**config.mk**
```make
export PLATFORM = sky130hd
export DESIGN_NAME = sordm5_keyboard
export DESIGN_NICKNAME = d
export VERILOG_FILES = /design/src/rtl/sordm5_kbd_pkg.sv /design/src/rtl/sordm5_kbd_map.sv /design/src/rtl/sordm5_keyboard.sv
export SDC_FILE = /design/constraint.sdc
export NUM_CORES = 1
export LEC_CHECK = 0
export CORE_UTILIZATION = 65
export CTS_CLUSTER_SIZE = 24
export DETAILED_ROUTE_END_ITERATION = 7
export PLACE_DENSITY_LB_ADDON = 0.2
export SETUP_SLACK_MARGIN = 0.05
export SKIP_LAST_GASP = 1
export SLEW_MARGIN = 15
export SYNTH_ARGS = -nofsm -noshare
export SYNTH_HDL_FRONTEND = slang
export SYNTH_SLANG_ARGS = --single-unit
```
**constraint.sdc**
```tcl
create_clock -name clk_i -period 4.87 [get_ports clk_i]
set_clock_uncertainty 0.05 [all_clocks]
set_input_delay 0.974 -clock clk_i [delete_from_list [all_inputs] [get_ports clk_i]]
set_output_delay 0.974 -clock clk_i [all_outputs]
set_load 0.01 [all_outputs]
```
**src/rtl/sordm5_kbd_pkg.sv**
```systemverilog
// Shared types for the Sord M5 keyboard bridge: matrix coordinates, lookup result, row indices.
package sordm5_kbd_pkg;

    typedef logic [2:0] kbd_row_t;
    typedef logic [2:0] kbd_col_t;

    typedef struct packed {
        logic     hit;
        kbd_row_t row;
        kbd_col_t col;
        logic     is_reset;
    } map_entry_t;

    localparam kbd_row_t ROW_MOD = 3'd0;
    localparam kbd_row_t ROW_NUM = 3'd1;
    localparam kbd_row_t ROW_QWE = 3'd2;
    localparam kbd_row_t ROW_ASD = 3'd3;
    localparam kbd_row_t ROW_ZXC = 3'd4;
    localparam kbd_row_t ROW_SYM = 3'd5;
    localparam kbd_row_t ROW_OPL = 3'd6;
    localparam kbd_row_t ROW_JOY = 3'd7;

    localparam logic [7:0] CODE_F12 = 8'h07;

    function automatic map_entry_t key_at(kbd_row_t row, kbd_col_t col);
        map_entry_t e;
        e.hit      = 1'b1;
        e.row      = row;
        e.col      = col;
        e.is_reset = 1'b0;
        return e;
    endfunction

endpackage

```
**src/rtl/sordm5_kbd_map.sv**
```systemverilog
// Registered PS/2 set-2 scancode to M5 matrix position lookup (one cycle latency).
module sordm5_kbd_map
    import sordm5_kbd_pkg::*;
(
    input  logic       clk,
    input  logic       rst_n,
    input  logic       ext,
    input  logic [7:0] code,
    output map_entry_t entry
);

    map_entry_t entry_d;

    always_comb begin
        entry_d = '0;
        if (ext) begin
            case (code)
                8'h14:   entry_d = key_at(ROW_MOD, 3'd0);   // right ctrl
                8'h11:   entry_d = key_at(ROW_MOD, 3'd1);   // right alt
                8'h5A:   entry_d = key_at(ROW_MOD, 3'd7);   // keypad enter
                default: entry_d = '0;
            endcase
        end else begin
            case (code)
                8'h14:   entry_d = key_at(ROW_MOD, 3'd0);
                8'h11:   entry_d = key_at(ROW_MOD, 3'd1);
                8'h12:   entry_d = key_at(ROW_MOD, 3'd2);
                8'h59:   entry_d = key_at(ROW_MOD, 3'd3);
                8'h29:   entry_d = key_at(ROW_MOD, 3'd6);
                8'h5A:   entry_d = key_at(ROW_MOD, 3'd7);
                8'h16:   entry_d = key_at(ROW_NUM, 3'd0);
                8'h1E:   entry_d = key_at(ROW_NUM, 3'd1);
                8'h26:   entry_d = key_at(ROW_NUM, 3'd2);
                8'h25:   entry_d = key_at(ROW_NUM, 3'd3);
                8'h2E:   entry_d = key_at(ROW_NUM, 3'd4);
                8'h36:   entry_d = key_at(ROW_NUM, 3'd5);
                8'h3D:   entry_d = key_at(ROW_NUM, 3'd6);
                8'h3E:   entry_d = key_at(ROW_NUM, 3'd7);
                8'h15:   entry_d = key_at(ROW_QWE, 3'd0);
                8'h1D:   entry_d = key_at(ROW_QWE, 3'd1);
                8'h24:   entry_d = key_at(ROW_QWE, 3'd2);
                8'h2D:   entry_d = key_at(ROW_QWE, 3'd3);
                8'h2C:   entry_d = key_at(ROW_QWE, 3'd4);
                8'h35:   entry_d = key_at(ROW_QWE, 3'd5);
                8'h3C:   entry_d = key_at(ROW_QWE, 3'd6);
                8'h43:   entry_d = key_at(ROW_QWE, 3'd7);
                8'h1C:   entry_d = key_at(ROW_ASD, 3'd0);
                8'h1B:   entry_d = key_at(ROW_ASD, 3'd1);
                8'h23:   entry_d = key_at(ROW_ASD, 3'd2);
                8'h2B:   entry_d = key_at(ROW_ASD, 3'd3);
                8'h34:   entry_d = key_at(ROW_ASD, 3'd4);
                8'h33:   entry_d = key_at(ROW_ASD, 3'd5);
                8'h3B:   entry_d = key_at(ROW_ASD, 3'd6);
                8'h42:   entry_d = key_at(ROW_ASD, 3'd7);
                8'h1A:   entry_d = key_at(ROW_ZXC, 3'd0);
                8'h22:   entry_d = key_at(ROW_ZXC, 3'd1);
                8'h21:   entry_d = key_at(ROW_ZXC, 3'd2);
                8'h2A:   entry_d = key_at(ROW_ZXC, 3'd3);
                8'h32:   entry_d = key_at(ROW_ZXC, 3'd4);
                8'h31:   entry_d = key_at(ROW_ZXC, 3'd5);
                8'h3A:   entry_d = key_at(ROW_ZXC, 3'd6);
                8'h41:   entry_d = key_at(ROW_ZXC, 3'd7);
                // '=' stands in for '^'; JP ro / yen keys carry '_' and '\'
                8'h46:   entry_d = key_at(ROW_SYM, 3'd0);
                8'h45:   entry_d = key_at(ROW_SYM, 3'd1);
                8'h4E:   entry_d = key_at(ROW_SYM, 3'd2);
                8'h55:   entry_d = key_at(ROW_SYM, 3'd3);
                8'h49:   entry_d = key_at(ROW_SYM, 3'd4);
                8'h4A:   entry_d = key_at(ROW_SYM, 3'd5);
                8'h51:   entry_d = key_at(ROW_SYM, 3'd6);
                8'h6A:   entry_d = key_at(ROW_SYM, 3'd7);
                8'h44:   entry_d = key_at(ROW_OPL, 3'd0);
                8'h4D:   entry_d = key_at(ROW_OPL, 3'd1);
                8'h54:   entry_d = key_at(ROW_OPL, 3'd2);
                8'h5B:   entry_d = key_at(ROW_OPL, 3'd3);
                8'h4B:   entry_d = key_at(ROW_OPL, 3'd4);
                8'h4C:   entry_d = key_at(ROW_OPL, 3'd5);
                8'h52:   entry_d = key_at(ROW_OPL, 3'd6);
                8'h5D:   entry_d = key_at(ROW_OPL, 3'd7);
                CODE_F12: begin
                    entry_d          = '0;
                    entry_d.is_reset = 1'b1;
                end
                default: entry_d = '0;
            endcase
        end
    end

    always_ff @(posedge clk or negedge rst_n) begin
        if (!rst_n) begin
            entry <= '0;
        end else begin
            entry <= entry_d;
        end
    end

endmodule

```
**src/rtl/sordm5_keyboard.sv**
```systemverilog
// MiSTer ps2_key event stream to Sord M5 8x8 keyboard matrix and RESET key.
// Optional joystick row 7 enabled by defining SORDM5_KBD_JOY_EN.
module sordm5_keyboard
    import sordm5_kbd_pkg::*;
#(
    parameter int MAP_LATENCY = 1
) (
    input  logic        clk_i,
    input  logic        reset_n_i,
    input  logic [10:0] ps2_key_i,
    input  logic [2:0]  row_sel_i,
    output logic [7:0]  row_data_o,
    output logic        reset_key_o,
    output logic        any_key_o
`ifdef SORDM5_KBD_JOY_EN
    ,
    input  logic [4:0]  joy0_i,
    input  logic [4:0]  joy1_i
`endif
);

    logic                   toggle_q;
    logic                   primed_q;
    logic                   valid1;
    logic                   pressed1;
    logic                   ext1;
    logic [7:0]             code1;
    logic [MAP_LATENCY-1:0] valid2;
    logic                   pressed2;
    map_entry_t             entry;
    logic [7:0]             matrix [8];
    logic                   reset_key_q;
    logic                   any_key_q;
    logic [7:0]             row7;
    logic                   matrix_any;

    // First cycle after reset only captures the toggle level, so a static
    // ps2_key_i[10] never looks like a fresh event.
    always_ff @(posedge clk_i or negedge reset_n_i) begin
        if (!reset_n_i) begin
            toggle_q <= 1'b0;
            primed_q <= 1'b0;
            valid1   <= 1'b0;
            pressed1 <= 1'b0;
            ext1     <= 1'b0;
            code1    <= '0;
        end else begin
            primed_q <= 1'b1;
            toggle_q <= ps2_key_i[10];
            valid1   <= primed_q && (ps2_key_i[10] != toggle_q);
            pressed1 <= ps2_key_i[9];
            ext1     <= ps2_key_i[8];
            code1    <= ps2_key_i[7:0];
        end
    end

    sordm5_kbd_map u_map (
        .clk   (clk_i),
        .rst_n (reset_n_i),
        .ext   (ext1),
        .code  (code1),
        .entry (entry)
    );

    always_ff @(posedge clk_i or negedge reset_n_i) begin
        if (!reset_n_i) begin
            valid2   <= '0;
            pressed2 <= 1'b0;
        end else begin
            valid2   <= {MAP_LATENCY{valid1}};
            pressed2 <= pressed1;
        end
    end

    always_ff @(posedge clk_i or negedge reset_n_i) begin
        if (!reset_n_i) begin
            for (int r = 0; r < 8; r++) begin
                matrix[r] <= '0;
            end
            reset_key_q <= 1'b0;
        end else if (valid2[MAP_LATENCY-1]) begin
            if (entry.hit) begin
                matrix[entry.row][entry.col] <= pressed2;
            end
            if (entry.is_reset) begin
                reset_key_q <= pressed2;
            end
        end
    end

`ifdef SORDM5_KBD_JOY_EN
    logic [7:0] joy_q;

    always_ff @(posedge clk_i or negedge reset_n_i) begin
        if (!reset_n_i) begin
            joy_q <= '0;
        end else begin
            joy_q <= {joy1_i[4], joy0_i[4], joy1_i[1:0], joy0_i[3:0]};
        end
    end

    assign row7 = matrix[ROW_JOY] | joy_q;
`else
    assign row7 = 8'h00;
`endif

    always_comb begin
        matrix_any = |row7;
        for (int r = 0; r < 7; r++) begin
            matrix_any = matrix_any | (|matrix[r]);
        end
    end

    always_ff @(posedge clk_i or negedge reset_n_i) begin
        if (!reset_n_i) begin
            any_key_q <= 1'b0;
        end else begin
            any_key_q <= matrix_any;
        end
    end

    assign row_data_o  = (row_sel_i == ROW_JOY) ? row7 : matrix[row_sel_i];
    assign reset_key_o = reset_key_q;
    assign any_key_o   = any_key_q;

endmodule

```
==> impl_metrics.csv <==
group,metric,value,unit
clocking,postCtsSetupRepairBufs,0,
flow_run,drv_cap,0,
die,core-area,6940,um2
routing,wl,11000,um
outcome,status,"completed",
yosys,ys.flop_type,"dfrtp_1",
yosys,yosysMostFrequentCell,"dfrtp_1",
final_layout,reg_top3,"matrix x58, code1 x8, u_map.entry x8",
critical_path,crit_path_start_kind,"input port",
final_layout,num_antenna_cells,0,
yosys,synth_xor_area_share,0.548,%
critical_path,path_max_fanout,11,
yosys,synth_top_area_share,43.3,%
die,die_w,87.9,um
sta,finalWorstSetupSlack,0.661,ns
routing,ant_nets,0,
yosys,synth_top_cell_by_area,"dfrtp_1",
sta,setup_viol,0,
placement,place_area,5040,um2
sta,final.min_clock_period,4.21,ns
global_routing,grt_pass1_wl,18200,um
yosys,synthMuxAreaShare,21.7,%
die,ios,26,
sta,tns,0,ns
final_layout,finish.instance_area,5240,um2
sta,worst_pin_slew,0.998,ns
pwr,ir_drop,0.255,mV
final_layout,drive_above_1_share,20.2,%
global_routing,grt_max_degree,84,
sta,rsz0062_at_grt,"false",
critical_path,critPathKind,"input port to output pin",
yosys,synthTopCellsByCount,"83 x dfrtp_1, 69 x nor2_1, 61 x mux2_2, 33 x nand2_1, 29 x a21oi_1",
die,dieArea,7730,um2
yosys,yosys-top-cells-area,"dfrtp_1 43%, mux2_2 14%, nor2_1 5.4%",
clocking,cts_resized,0,
final_layout,largest_register,"matrix",
routing,vias,3741,
yosys,postSynthCellCount,477,
global_routing,track_usage,31.2,%
routing,vias_per_cell,6.43,
routing,dr.pass1.iters,5,
placement,place.gp.congestion,0.911,
clocking,tritoncts,"done",
die,rows,30,
worst_hold_path,hp-class,"register to register",
final_layout,layout.nets,503,
clocking,clkLatencyLatePin,0.35,ns
yosys,syn_nets,499,
clocking,cts_sinks,83,
routing,routedWlPerCell,18.8,um
sta,finalMaxSlewViolations,0,
routing,drt_iter0_drc,389,
yosys,syn_area_per_cell,10.1,um2
clocking,cts_buffers,9,
yosys,synth-simple-area-share,19.4,%
critical_path,critPathSlowestCell,"clkdlybuf4s50_1",
yosys,ys_seq_area_share,43.3,%
placement,numPortBuffers,25,
yosys,synth-edff-count,0,
clocking,cts_buffer_depth,2,
yosys,async_reset_ff_share,100,%
critical_path,arrival,3.19,ns
global_routing,gr-total-overflow,0,
yosys,synthAdderAreaFrac,1.56,%
critical_path,cp-end-kind,"output pin",
die,die_h,87.9,um
clocking,path_clk_slew,0.08,ns
final_layout,area_growth,9.28,%
sta,period_share,86.4,%
placement,place_hpwl,7430,um
clocking,cts_root_buf,"clkbuf_8",
placement,pre_cts_ws,0.730,ns
clocking,hold_buffers,0,
global_routing,antenna_found_initial,0,
critical_path,cp.required,3.85,ns
pwr,leakage,2.28,nW
final_layout,largest_reg_flops,58,
die,initial_utilization,69.1,%
sta,hold_violations,0,
clocking,htreeDepth,3,
global_routing,grt_pass1_vias,3566,
critical_path,path_cells,"clkdlybuf4s50_1 > nor2b_1 > a21oi_1 > a21oi_1 > clkdlybuf4s50_1",
yosys,synth_warnings,0,
yosys,synth_top_family_by_area,"multiplexers",
critical_path,worst_path_largest_cell_delay,0.67,ns
yosys,synth_compound_area_share,9.26,%
sta,max_slew_margin,33.4,%
yosys,synth.ff_latch_count,83,
yosys,netlist_area,4800,um2
sta,max_freq,238,MHz
yosys,synth.distinct_cells,53,
routing,drc,0,
pwr,powerDensity,269,nW/um2
[cell families (layout without fill, tap and decap cells)]
| kind of cell | Yosys count | in the layout |
|---|---|---|
| adders and majority gates | 6 | 6 |
| DFF | 83 | 83 |
| AOI/OAI and AO/OA | 71 | 71 |
| and+or+nand+nor | 184 | 184 |
| muxes | 84 | 84 |
| xor gates and xnor gates | 3 | 3 |
| buffers and inverters | 45 | 54 |
| other | 1 | 1 |
[metal layers]
layer / GRT usage [%] / up-vias / routed length (um)
met4: 11.0 / 0 / 200
met3: 3.86 / 22 / 755
met1: 47.6 / 1838 / 4980
met2: 46.1 / 172 / 5010
li1: - / 1709 / -
met5: 0 / - / 0
[cells in the final DEF (no fill, tap or decap), types with 6 or more instances in the layout]
cell type	n
nand2_1	33
o211ai_1	6
inv_1	7
mux2i_1	13
ha_1	6
buf_4	7
clkdlybuf4s50_1	24
mux4_2	10
nor2b_1	11
nand2b_1	6
nand3_1	9
nor4_1	15
nor2_1	69
mux2_2	61
o21ai_0	11
a21oi_1	29
dfrtp_1	83
clkbuf_8	11
nor3_1	8
[metrics by stage]
step	cells	hold slack, ns	power [mW]	utilization (%)
after floorplan	477	0.281	0.850	-
after global placement	566	0.283	0.915	72.6
after detailed placement	566	0.286	0.919	72.6
after CTS	582	0.304	1.42	75.5
after global routing	582	0.311	1.47	75.5
final	582	0.302	1.41	75.5
[worst max-delay path: cells and delay by family]
kind            cells  cell delay (ns)
buf+inv             2             1.23
simple gates        1             0.62
compound gates      2             0.35
[final timing paths]
path	cells after the start	start	slack, ns	end
worst max-delay path	5	row_sel_i[1]	0.66	row_data_o[5]
worst min-delay path	0	pressed1	0.30	pressed2
worst max register to register	7	code1[0]	2.46	u_map.entry[7]
worst min register to register	0	pressed1	0.30	pressed2
max in group asynchronous	1	reset_n_i	3.39	matrix[57]
min in group asynchronous	1	reset_n_i	0.75	code1[5]
[final cells by class]
| cell class | count | area, um2 |
|---|---|---|
| clock buffers | 13 | 159 |
| clock inverters | 3 | 46.3 |
| fillers | 484 | 1700 |
| well taps | 96 | 120 |
| inverters | 7 | 26.3 |
| flip-flops and latches | 83 | 2080 |
| repair buffers | 31 | 293 |
| multi-input cells | 349 | 2520 |
[power by group]
part / total, mW / leakage [nW] / internal [mW] / switching, mW
Clock: 0.503 / 0.0998 / 0.267 / 0.237
Combinational: 0.175 / 1.06 / 0.0778 / 0.0972
Sequential: 0.735 / 1.12 / 0.708 / 0.0262
Total: 1.41 / 2.28 / 1.05 / 0.360
Power figures use the tool's default switching activity.
